`src/rtl/sqrt_dispatch.sv`:
```
// Request FIFO and single-outstanding issue controller for the SQRT core.
// Operands are queued, issued one at a time, and returned with their root or a timeout flag.
module sqrt_dispatch #(
    parameter int DEPTH   = 4,
    parameter int TIMEOUT = 20
) (
    input  logic        CLK,
    input  logic        RST,
    input  logic        REQ_VALID,
    input  logic [15:0] REQ_DATA,
    output logic        REQ_READY,
    output logic        SQ_IN_VALID,
    output logic [15:0] SQ_IN,
    input  logic        SQ_OUT_VALID,
    input  logic [11:0] SQ_OUT,
    output logic        RES_VALID,
    output logic [15:0] RES_IN,
    output logic [11:0] RES_ROOT,
    output logic        RES_ERR,
    output logic        BUSY
);

    localparam int PW = $clog2(DEPTH);
    localparam int CW = PW + 1;
    localparam int TW = $clog2(TIMEOUT);
    localparam logic [CW-1:0] FULL = CW'(DEPTH);
    localparam logic [TW-1:0] TMAX = TW'(TIMEOUT - 1);

    typedef enum logic [1:0] {
        S_IDLE,
        S_ISSUE,
        S_WAIT,
        S_RESP
    } state_t;

    state_t        state_q, state_d;
    logic [PW-1:0] wr_ptr_q, wr_ptr_d;
    logic [PW-1:0] rd_ptr_q, rd_ptr_d;
    logic [CW-1:0] count_q, count_d;
    logic [TW-1:0] wait_cnt_q, wait_cnt_d;
    logic [15:0]   op_q, op_d;
    logic [15:0]   res_in_q, res_in_d;
    logic [11:0]   root_q, root_d;
    logic          err_q, err_d;
    logic [15:0]   mem [DEPTH];
    logic          push;
    logic          pop;

    always_comb begin
        push = REQ_VALID && (count_q != FULL);
        pop  = (state_q == S_ISSUE);
    end

    always_comb begin
        state_d    = state_q;
        wr_ptr_d   = wr_ptr_q;
        rd_ptr_d   = rd_ptr_q;
        count_d    = count_q;
        wait_cnt_d = wait_cnt_q;
        op_d       = op_q;
        res_in_d   = res_in_q;
        root_d     = root_q;
        err_d      = err_q;

        if (push) begin
            wr_ptr_d = wr_ptr_q + PW'(1);
        end
        if (pop) begin
            rd_ptr_d = rd_ptr_q + PW'(1);
        end
        case ({push, pop})
            2'b10:   count_d = count_q + CW'(1);
            2'b01:   count_d = count_q - CW'(1);
            default: count_d = count_q;
        endcase

        case (state_q)
            S_IDLE: begin
                if (count_q != '0) begin
                    state_d = S_ISSUE;
                end
            end
            S_ISSUE: begin
                op_d       = mem[rd_ptr_q];
                wait_cnt_d = '0;
                state_d    = S_WAIT;
            end
            S_WAIT: begin
                wait_cnt_d = wait_cnt_q + TW'(1);
                // A response arriving on the final wait cycle still counts as success.
                if (SQ_OUT_VALID) begin
                    root_d   = SQ_OUT;
                    err_d    = 1'b0;
                    res_in_d = op_q;
                    state_d  = S_RESP;
                end else if (wait_cnt_q == TMAX) begin
                    root_d   = '0;
                    err_d    = 1'b1;
                    res_in_d = op_q;
                    state_d  = S_RESP;
                end
            end
            S_RESP: begin
                state_d = (count_q != '0) ? S_ISSUE : S_IDLE;
            end
            default: state_d = S_IDLE;
        endcase
    end

    always_ff @(posedge CLK) begin
        if (RST) begin
            state_q    <= S_IDLE;
            wr_ptr_q   <= '0;
            rd_ptr_q   <= '0;
            count_q    <= '0;
            wait_cnt_q <= '0;
            op_q       <= '0;
            res_in_q   <= '0;
            root_q     <= '0;
            err_q      <= 1'b0;
        end else begin
            state_q    <= state_d;
            wr_ptr_q   <= wr_ptr_d;
            rd_ptr_q   <= rd_ptr_d;
            count_q    <= count_d;
            wait_cnt_q <= wait_cnt_d;
            op_q       <= op_d;
            res_in_q   <= res_in_d;
            root_q     <= root_d;
            err_q      <= err_d;
        end
    end

    // Storage needs no reset: entries are only read while the count says they are valid.
    always_ff @(posedge CLK) begin
        if (push) begin
            mem[wr_ptr_q] <= REQ_DATA;
        end
    end

    assign REQ_READY   = (count_q != FULL);
    assign SQ_IN_VALID = (state_q == S_ISSUE);
    assign SQ_IN       = (state_q == S_ISSUE) ? mem[rd_ptr_q] : op_q;
    assign RES_VALID   = (state_q == S_RESP);
    assign RES_IN      = res_in_q;
    assign RES_ROOT    = root_q;
    assign RES_ERR     = err_q;
    assign BUSY        = (state_q != S_IDLE) || (count_q != '0);

endmodule

```
`config.mk`:
```
export PLATFORM = sky130hd
export DESIGN_NAME = sqrt_dispatch
export DESIGN_NICKNAME = d
export VERILOG_FILES = /design/src/rtl/sqrt_dispatch.sv
export SDC_FILE = /design/constraint.sdc
export NUM_CORES = 1
export LEC_CHECK = 0
export BUFFER_PORTS_ARGS = -buffer_cell sky130_fd_sc_hd__buf_2
export CORE_MARGIN = 3
export CORE_UTILIZATION = 56
export DETAILED_ROUTE_END_ITERATION = 10
export PLACE_DENSITY_LB_ADDON = 0.05
export SLEW_MARGIN = 20
export SYNTH_ARGS = -nofsm -noshare
export SYNTH_HDL_FRONTEND = slang
export SYNTH_SLANG_ARGS = --single-unit
```
`constraint.sdc`:
```
create_clock -name CLK -period 2.6 [get_ports CLK]
set_clock_uncertainty 0.1 [all_clocks]
set_input_delay 0.13 -clock CLK [delete_from_list [all_inputs] [get_ports CLK]]
set_output_delay 0.13 -clock CLK [all_outputs]
set_load 0.1 [all_outputs]
```
==> metrics, run 1 <==
Starting Density 59.57%; worst vdd ir 0.6060 mV; design area 0.006452 sq mm; Fin. Hold Viols 0; ys flop type edfxtp_1; Final Util 76.23%; die area 0.01018 sq mm; Iter 0 DRT Violations 76; Die H 100.9 um; clock tree buffer depth 2; Via Count 3,032; Worst Hold End mem[1][0]; PD cells 1197 mW/mm^2; Synth async-reset ratio 0%; Hold Crit Start REQ_DATA[0]; die extent in x between 100 and 150 um; Sink Count 125; sequential area share after synthesis slightly above 60%; number of gates resized after CTS 0; drt total wl 9.250 mm; routability cong. 0.7933; first-pass GRT wire length approximately 15 mm; Placed Area 0.005543 sq mm; Hold Path Depth 2; Post-Syn Instances 355; Synth Cell Area 0.005042 sq mm; Yosys cell types 39; Tightest Pin Transition 0.8500 ns; initial antenna violation count 0; origin of the critical flop-to-flop path count_q[2]; GRT Resource Usage Total a little under a fifth; DR vias/cell 5.165; Rows 33; root buffer cell clkbuf_8; routed len/inst 15.76 um; total gr overflow 0; final worst-path cycle share 95.95%; DR pass1 iterations 4; post-DP HPWL 5.872 mm; syn_nets 399; Max Cap Viol 0; outcome completed; Worst slew margin roughly 43%; fin crit period approximately 2.5 ns; TNS Setup 0 ns; CP Data Arrival Time 2.26 ns; share of cells above drive strength 1 between 30% and 40%; Tot Pwr 0.007724 W; # diodes 0; Worst-path clk slew 0.06 ns; clk_lat worst skew 0.50 ns; worst-path maximum fanout 16; I/O pin total around 80; filler instances 538; final antenna-violating net count 0; Synth Register Bits approximately 130; Post-synth EDFFs 64; CP Capture Type output pin; Worst R2R Path Depth 8; Area growth syn-to-layout 27.97%; CTS Buf Count 17; final net count between 500 and 600; synth warn 0; CTS tree built; Crit Path Class flip-flop to output pin; synthesized area per cell 14.20 sq um; Final setup viols 0; Core Region about 0.0085 sq mm; DR DRC count 0; Hold WC Path Type input pin to flip-flop; worst path required time 2.37 ns; pin count of the biggest net entering global routing 50; port bufs 80; reg-to-reg endpoint count_q[2]; fmax 400.8 MHz; reg2reg setup slack 0.24 ns; H-tree levels 4; vias in the first global route 3,087; RSZ-0062 raised after global routing false; crit start category flip-flop; leak pwr 2.497 nW; Slew Limit Fails 0
how the worst max path moves through the flow:
| stage | start | to | cells after the start |
|---|---|---|---|
| 2_1_floorplan | count_q[0] | count_q[2] | 9 |
| 3_3_place_gp | count_q[2] | count_q[2] | 8 |
| 3_5_place_dp | count_q[2] | count_q[2] | 8 |
| 4_1_cts | flip-flop | SQ_IN[13] | 4 |
| 5_1_grt | flip-flop | SQ_IN[7] | 4 |
| 6_report | flip-flop | SQ_IN[4] | 4 |
critical path, cell delays in order (launching register included):
cell and delay (ns):
dfxtp_1 0.30, buf_4 0.30, mux4_2 0.57, mux2_2 0.28
buf_2 0.30
flip-flops by register name, indices dropped and copies added (netlist names), named ones only:
name and count:
RES_IN 16, RES_ROOT 12, RES_ERR 1, op_q 16, mem 64, wr_ptr_q 2, wait_cnt_q 5, count_q 3
rd_ptr_q 2, state_q 2
report_power, final:
| group | switching [W] | internal, W |
|---|---|---|
| clock network | 0.000879 | 0.00148 |
| registers | 0.000136 | 0.00234 |
| logic | 0.00209 | 0.000802 |
| total | 0.00311 | 0.00462 |
kinds of logic (layout without fill, tap and decap cells):
group,after synthesis,after routing,synth area share (%)
xor gates and xnor gates,8,8,1.390
muxes,50,50,14.52
adders and majority gates,12,12,3.127
AOI/OAI and AO/OA,27,27,3.250
buffers and inverters,30,157,2.853
DFF,125,125,62.33
and+or+nand+nor,103,103,12.53
cell usage after synthesis, types with 4 or more instances:
cell / instances / area (sq um)
nand3b_1: 12 / 90.09
a21oi_1: 4 / 20.02
nor2b_1: 16 / 100.1
dfxtp_1: 61 / 1221
edfxtp_1: 64 / 1922
nand2b_1: 46 / 287.8
mux4_2: 16 / 360.4
clkbuf_1: 15 / 56.30
and3_1: 4 / 25.02
o21ai_0: 13 / 65.06
mux2_2: 13 / 146.4
inv_1: 8 / 30.03
mux2i_1: 18 / 180.2
ha_1: 11 / 137.6
nor2_1: 12 / 45.04
xor2_1: 6 / 52.55
metrics by stage:
step | instances | hold WS, ns | setup WS, ns
final | 587 | 0.2728 | 0.1052
after global routing | 587 | 0.2766 | 0.002375
after CTS | 587 | 0.2523 | 0.06439
after detailed placement | 524 | 0.2468 | 0.2734
after global placement | 524 | 0.2418 | 0.3800
after floorplan | 355 | 0.1289 | 0.06254
layout by cell type (no fill, tap or decap), types with 3 or more instances in the layout:
cell,n
mux2i_1,18
o21ai_0,13
nand3b_1,12
buf_4,4
nor2b_1,16
buf_2,80
ha_1,10
inv_1,8
dfxtp_1,61
nor2_1,12
dlygate4sd3_1,31
inv_6,6
edfxtp_1,64
nand2b_1,46
mux2_4,3
clkbuf_16,16
mux2_2,13
nand2_1,3
bufinv_16,3
mux4_2,16
a21o_1,3
xor2_1,6
a21oi_1,4
and3_1,4
metal layers:
metal | vias up | global-route usage [%] | wire length (um)
met2 | 70 | 32.00 | 4438
li1 | 1500 | - | -
met1 | 1454 | 24.52 | 4269
met4 | 0 | 7.260 | 93
met5 | - | 0 | 0
met3 | 8 | 4.291 | 449
final cells by class:
cell class / instances / area [sq um] / area share [%]
Timing Repair Buffer: 117 / 780.7 / 12.10
Inverter: 8 / 30.03 / 0.4654
Sequential cell: 125 / 3143 / 48.71
Clock inverter: 15 / 185.2 / 2.870
Tap cell: 105 / 131.4 / 2.036
Clock buffer: 17 / 414.1 / 6.418
Multi-Input combinational cell: 200 / 1768 / 27.40
what timing repair did:
action | 4_1_cts | 5_1_grt
hold endpoints to repair | 85 | 0
hold buffers | 31 | 0
buffers inserted | 0 | 0
Power figures use the tool's default switching activity.
==> inputs of run 2 (changes only) <==
Settings changed: REMOVE_ABC_BUFFERS from default to 1.
==> run 2 against run 1 <==
Compared with the run above: sequential share of layout area is 0.50 points higher; clock power decreased by 11%; combinational power barely moved; global-route usage increased by 0.15 points; routed wire length hardly changed; first-iteration DRC count grew 25%; power fell by 3.6%; via count increased by 0.26%; cell count rose by 0.68%; flip-flop and latch count unchanged; critical endpoint is now SQ_IN[6]; largest power group unchanged; highest routed layer unchanged.
==> metrics, run 2 (synthesis gave the netlist of run 1 again) <==
vias in the first global route 3,077 (-0.32%); port bufs 80 (unchanged); leak pwr 2.460 nW (-1.5%); outcome completed; top layer in use met4; PD cells 1165 mW/mm^2 (-2.6%); Worst-path clk slew 0.06 ns (about the same); Area growth syn-to-layout 26.68%; Sink Count 125 (unchanged); post-DP HPWL 5.787 mm (-1.4%); clock tree buffer depth 2 (unchanged); # diodes 0 (unchanged); H-tree levels 4 (unchanged); Setup Slack @ Placement 0.2983 ns (+0.02494 ns); Core Region 0.008464 sq mm (unchanged); number of gates resized after CTS 0 (unchanged); Iter 0 DRT Violations 95 (+25%); most frequent cells in the layout 80 x buf_2, 64 x edfxtp_1, 61 x dfxtp_1; Worst slew margin 42.11% (-1.2 points); GRT Resource Usage Total 19.32% (+0.15 points); routability cong. 0.7362 (-7.2%); CP Data Arrival Time 2.23 ns (-0.03 ns); die extent in x 100.9 um (unchanged); routed len/inst 15.66 um (-0.63%); I/O pin total 81 (unchanged); Crit Path Class flip-flop to output pin; first-pass GRT wire length 14.77 mm (-1.6%); design area 0.006387 sq mm (-1.0%); wl on met1 4.118 mm (-3.5%); drt total wl 9.254 mm (about the same); final worst-path cycle share 94.55% (-1.4 points); crit start category flip-flop; Final setup viols 0 (unchanged); worst path required time 2.37 ns (about the same); largest reg by FF count mem; total gr overflow 0 (unchanged); final antenna-violating net count 0 (unchanged); Hold WC Path Type input pin to flip-flop; leading cell type in the layout, fill and taps excluded buf_2; Max Cap Viol 0 (unchanged); max reg flops 64 (unchanged); clk_lat worst skew 0.51 ns (about the same); Starting Density 59.57% (unchanged); die area 0.01018 sq mm (unchanged); fin crit period 2.458 ns (-0.03642 ns); DR DRC count 0 (unchanged); met3 wire length 450 um (+0.22%); DR vias/cell 5.144 (-0.41%); CTS Buf Count 17 (unchanged); root buffer cell clkbuf_8; share of cells above drive strength 1 31.69% (-0.26 points); fmax 406.8 MHz (+1.5%); Die H 100.9 um (unchanged); Slew Limit Fails 0 (unchanged); Via Count 3,040 (+0.26%); Fin. Hold Viols 0 (unchanged); Rows 33 (unchanged); CP Capture Type output pin; worst-path maximum fanout 11 (-5); initial antenna violation count 0 (unchanged); CTS tree built; Placed Area 0.005528 sq mm (-0.27%); pin count of the biggest net entering global routing 33 (-34%); wire length on met2 4.585 mm (+3.3%); final net count 517 (+0.78%); DR pass1 iterations 4 (unchanged); RSZ-0062 raised after global routing false; final worst slack 0.1416 ns (+0.03642 ns); Tightest Pin Transition 0.8683 ns (+0.01828 ns); worst vdd ir 0.8227 mV (+36%)
-- run 2: changes by cell type in the layout (fill, tap and decap cells not counted) --
cell	previous run	this run
buf_12	2	0
buf_4	4	9
bufinv_16	3	1
clkinv_1	0	2
clkinv_4	2	1
clkinvlp_4	2	8
dlygate4sd3_1	31	32
ha_1	10	11
ha_4	1	0
inv_6	6	1
-- run 2: path summary, 6_finish.rpt --
path | startpoint | end | slack, ns | cells after the start
max | flip-flop | SQ_IN[6] | 0.14 | 4
min | REQ_DATA[13] | mem[3][13] | 0.27 | 2
max reg2reg | count_q[2] | count_q[2] | 0.28 | 8
min reg2reg | RES_ROOT[1] | RES_ROOT[1] | 0.37 | 2
-- run 2: timing repair --
action / 4_1_cts / 5_1_grt
hold buffers: 32 / 0
hold endpoints to repair: 87 / 0
endpoints found under the setup margin: 0 / 0
buffers inserted: 0 / 0
-- run 2: final cells by class --
| class | count | area (sq um) |
|---|---|---|
| clock inverters | 15 | 125.1 |
| multi-input cells | 200 | 1755 |
| clock buffers | 17 | 414.1 |
| flip-flops and latches | 125 | 3143 |
| inverters | 8 | 30.03 |
| repair buffers | 121 | 788.3 |
| well taps | 105 | 131.4 |
| fillers | 572 | 2077 |
-- run 2: metrics by stage --
stage | hold WS (ns) | std cells | util [%] | setup TNS, ns | power, W
final | 0.2714 | 591 | 75.46 | 0 | 0.007443
after global routing | 0.2607 | 591 | 75.46 | 0 | 0.007762
after CTS | 0.2486 | 591 | 75.46 | 0 | 0.007511
after detailed placement | 0.2474 | 527 | 65.31 | 0 | 0.005369
after global placement | 0.2428 | 527 | 65.31 | 0 | 0.005329
after floorplan | 0.09907 | 333 | - | -3.150 | 0.004876
-- run 2: report_power, final --
part / internal (W) / leakage, nW / switching, W
combinational: 0.000806 / 1.14 / 0.00208
clock: 0.00125 / 0.239 / 0.000832
sequential: 0.00234 / 1.08 / 0.000131
total: 0.00440 / 2.46 / 0.00304
-- run 2: metal layers --
metal / vias up / GRT usage, %
li1: 1512 / -
met1: 1455 / 23.98
met2: 64 / 32.25
met3: 9 / 6.228
met4: 0 / 6.135
met5: - / 0
-- run 2: critical path, cell delays in order (launching register included) --
cell     delay [ns]
dfxtp_1        0.50
buf_4          0.30
mux4_2         0.32
mux2_2         0.30
buf_2          0.30
==> inputs of run 3 (changes only) <==
Settings changed: CORE_UTILIZATION 56 to 60.
Clock period 2.6 ns to 3 ns, I/O delays scaled along.
==> run 3 against run 2 <==
Compared with the run above: core utilization is 6.9 points higher; largest power group unchanged; non-clock buffer count decreased by 2; via count is 2.2% higher; critical endpoint is now count_q[2]; first-iteration DRC count up 13%; die area decreased by 6.3%; sequential power fell by 13%; clock power up 14%; sequential share of layout area is 1.1 points lower; critical path type is now flip-flop to flip-flop; worst setup slack better by 0.36 ns.
==> metrics, run 3 (synthesis gave the netlist of run 1 again) <==
CTS tree built; Worst-path clk slew 0.06 ns (about the same); Fin. Hold Viols 0 (unchanged); Area growth syn-to-layout 29.50%; routability cong. 0.7233 (-1.8%); DR vias/cell 5.300 (+3.0%); PD cells 1080 mW/mm^2 (-7.4%); leading cell type in the layout, fill and taps excluded buf_2; die area 0.009539 sq mm (-6.3%); port bufs 80 (unchanged); worst vdd ir 0.8506 mV (+3.4%); post-CTS setup buffers 0 (unchanged); Starting Density 63.60% (+4.0 points); worst-path maximum fanout 10 (-1); Tot Pwr 0.007049 W (-5.3%); final worst slack 0.4976 ns (+0.3560 ns); Internal Power 0.004379 W (-0.44%); initial antenna violation count 0 (unchanged); Final Util 82.37% (+6.9 points); post-DP HPWL 5.821 mm (+0.59%); leak pwr 2.550 nW (+3.7%); Final setup viols 0 (unchanged); root buffer cell clkbuf_8; outcome completed; drt total wl 9.822 mm (+6.1%); vias in the first global route 3,261 (+6.0%); CP Capture Type flip-flop; most frequent cells in the layout 80 x buf_2, 64 x edfxtp_1, 61 x dfxtp_1; final worst-path cycle share roughly 83%; Die H 97.67 um (-3.2%); Max Cap Viol 0 (unchanged); share of cells above drive strength 1 31.61% (-0.076 points); max reg flops 64 (unchanged); Psw 0.002670 W (-12%); final net count 515 (-0.39%); Switching Share 37.88% (-3.0 points); clock tree buffer depth 2 (unchanged); CTS Buf Count 17 (unchanged); crit start category flip-flop; clock share of power 33.9% (+5.9 points); Tightest Pin Transition 0.9064 ns (+0.03805 ns); Via Count 3,106 (+2.2%); # diodes 0 (unchanged); fin crit period 2.502 ns; DR pass1 iterations 4 (unchanged); Iter 0 DRT Violations 107 (+13%); Hold WC Path Type input pin to flip-flop; Core Region 0.007928 sq mm (-6.3%); power share of the combinational group 35.6% (-3.2 points); final antenna-violating net count 0 (unchanged); Rows 32 (-3.0%); total gr overflow 0 (unchanged); RSZ-0062 raised after global routing false; Placed Area 0.005509 sq mm (-0.34%); DR DRC count 0 (unchanged); Post-CTS Hold Fix Bufs 32 (unchanged); CP Data Arrival Time 2.83 ns (+0.60 ns); Worst slew margin 39.58% (-2.5 points); clk_lat worst skew 0.50 ns (about the same); Slew Limit Fails 0 (unchanged); largest reg by FF count mem; Setup Slack @ Placement 0.5728 ns (+0.2745 ns); I/O pin total 81 (unchanged); fmax between 300 and 400 MHz; die extent in x 97.67 um (-3.2%); H-tree levels 4 (unchanged); number of gates resized after CTS 0 (unchanged); Sink Count 125 (unchanged); GRT Resource Usage Total 22.25% (+2.9 points); design area 0.006530 sq mm (+2.2%); first-pass GRT wire length 16.42 mm (+11%); pin count of the biggest net entering global routing 63 (+91%); routed len/inst 16.76 um (+7.0%); worst path required time 3.33 ns (+0.96 ns); sequential share of power 30.5% (-2.7 points); Crit Path Class flip-flop to flip-flop
## run 3: area by class of cell
cell class / instances / area [sq um]
clock buffers: 19 / 442.9
well taps: 102 / 127.6
fillers: 435 / 1398
clock inverters: 13 / 257.7
multi-input cells: 200 / 1755
repair buffers: 119 / 773.2
inverters: 8 / 30.03
flip-flops and latches: 125 / 3143
## run 3: stage by stage
stage	TNS, ns	instances	hold WS, ns
after CTS	0	586	0.2641
final	0	586	0.2938
after detailed placement	0	522	0.2681
after global routing	0	586	0.2795
after floorplan	-0.1904	333	0.1191
after global placement	0	522	0.2623
## run 3: worst max-delay path, stage by stage (launching register included)
cell and delay (ns):
dfxtp_1 0.38, or3b_2 0.57, nand2_1 0.11, ha_1 0.18
inv_1 0.07, fa_1 0.39, xor2_1 0.16, or3_1 0.30
a21oi_1 0.15
## run 3: final timing paths
path                 from    endpoint  slack [ns]  cells after the start
max            count_q[2]  count_q[2]        0.50                      8
min          REQ_DATA[15]  mem[3][15]        0.29                      2
max reg2reg    count_q[2]  count_q[2]        0.50                      8
min reg2reg       op_q[6]   RES_IN[6]        0.37                      2
## run 3: metal layers
layer / routed length, um / part of all wire (%) / track usage (%) / vias up
met5: 0 / 0 / 0 / -
met4: 84 / 0.86 / 7.348 / 0
met3: 558 / 5.7 / 6.533 / 8
met2: 5289 / 54 / 39.48 / 98
met1: 3890 / 40 / 25.76 / 1499
li1: - / - / - / 1501
## run 3: power by group through the flow
stage | clock network, W | registers (W) | logic [W]
5_1_grt | 0.00251 | 0.00217 | 0.00264
3_3_place_gp | 0 | 0.00216 | 0.00244
6_report | 0.00239 | 0.00215 | 0.00251
3_5_place_dp | 0 | 0.00218 | 0.00246
4_1_cts | 0.00243 | 0.00215 | 0.00252
2_1_floorplan | 0 | 0.00236 | 0.00187
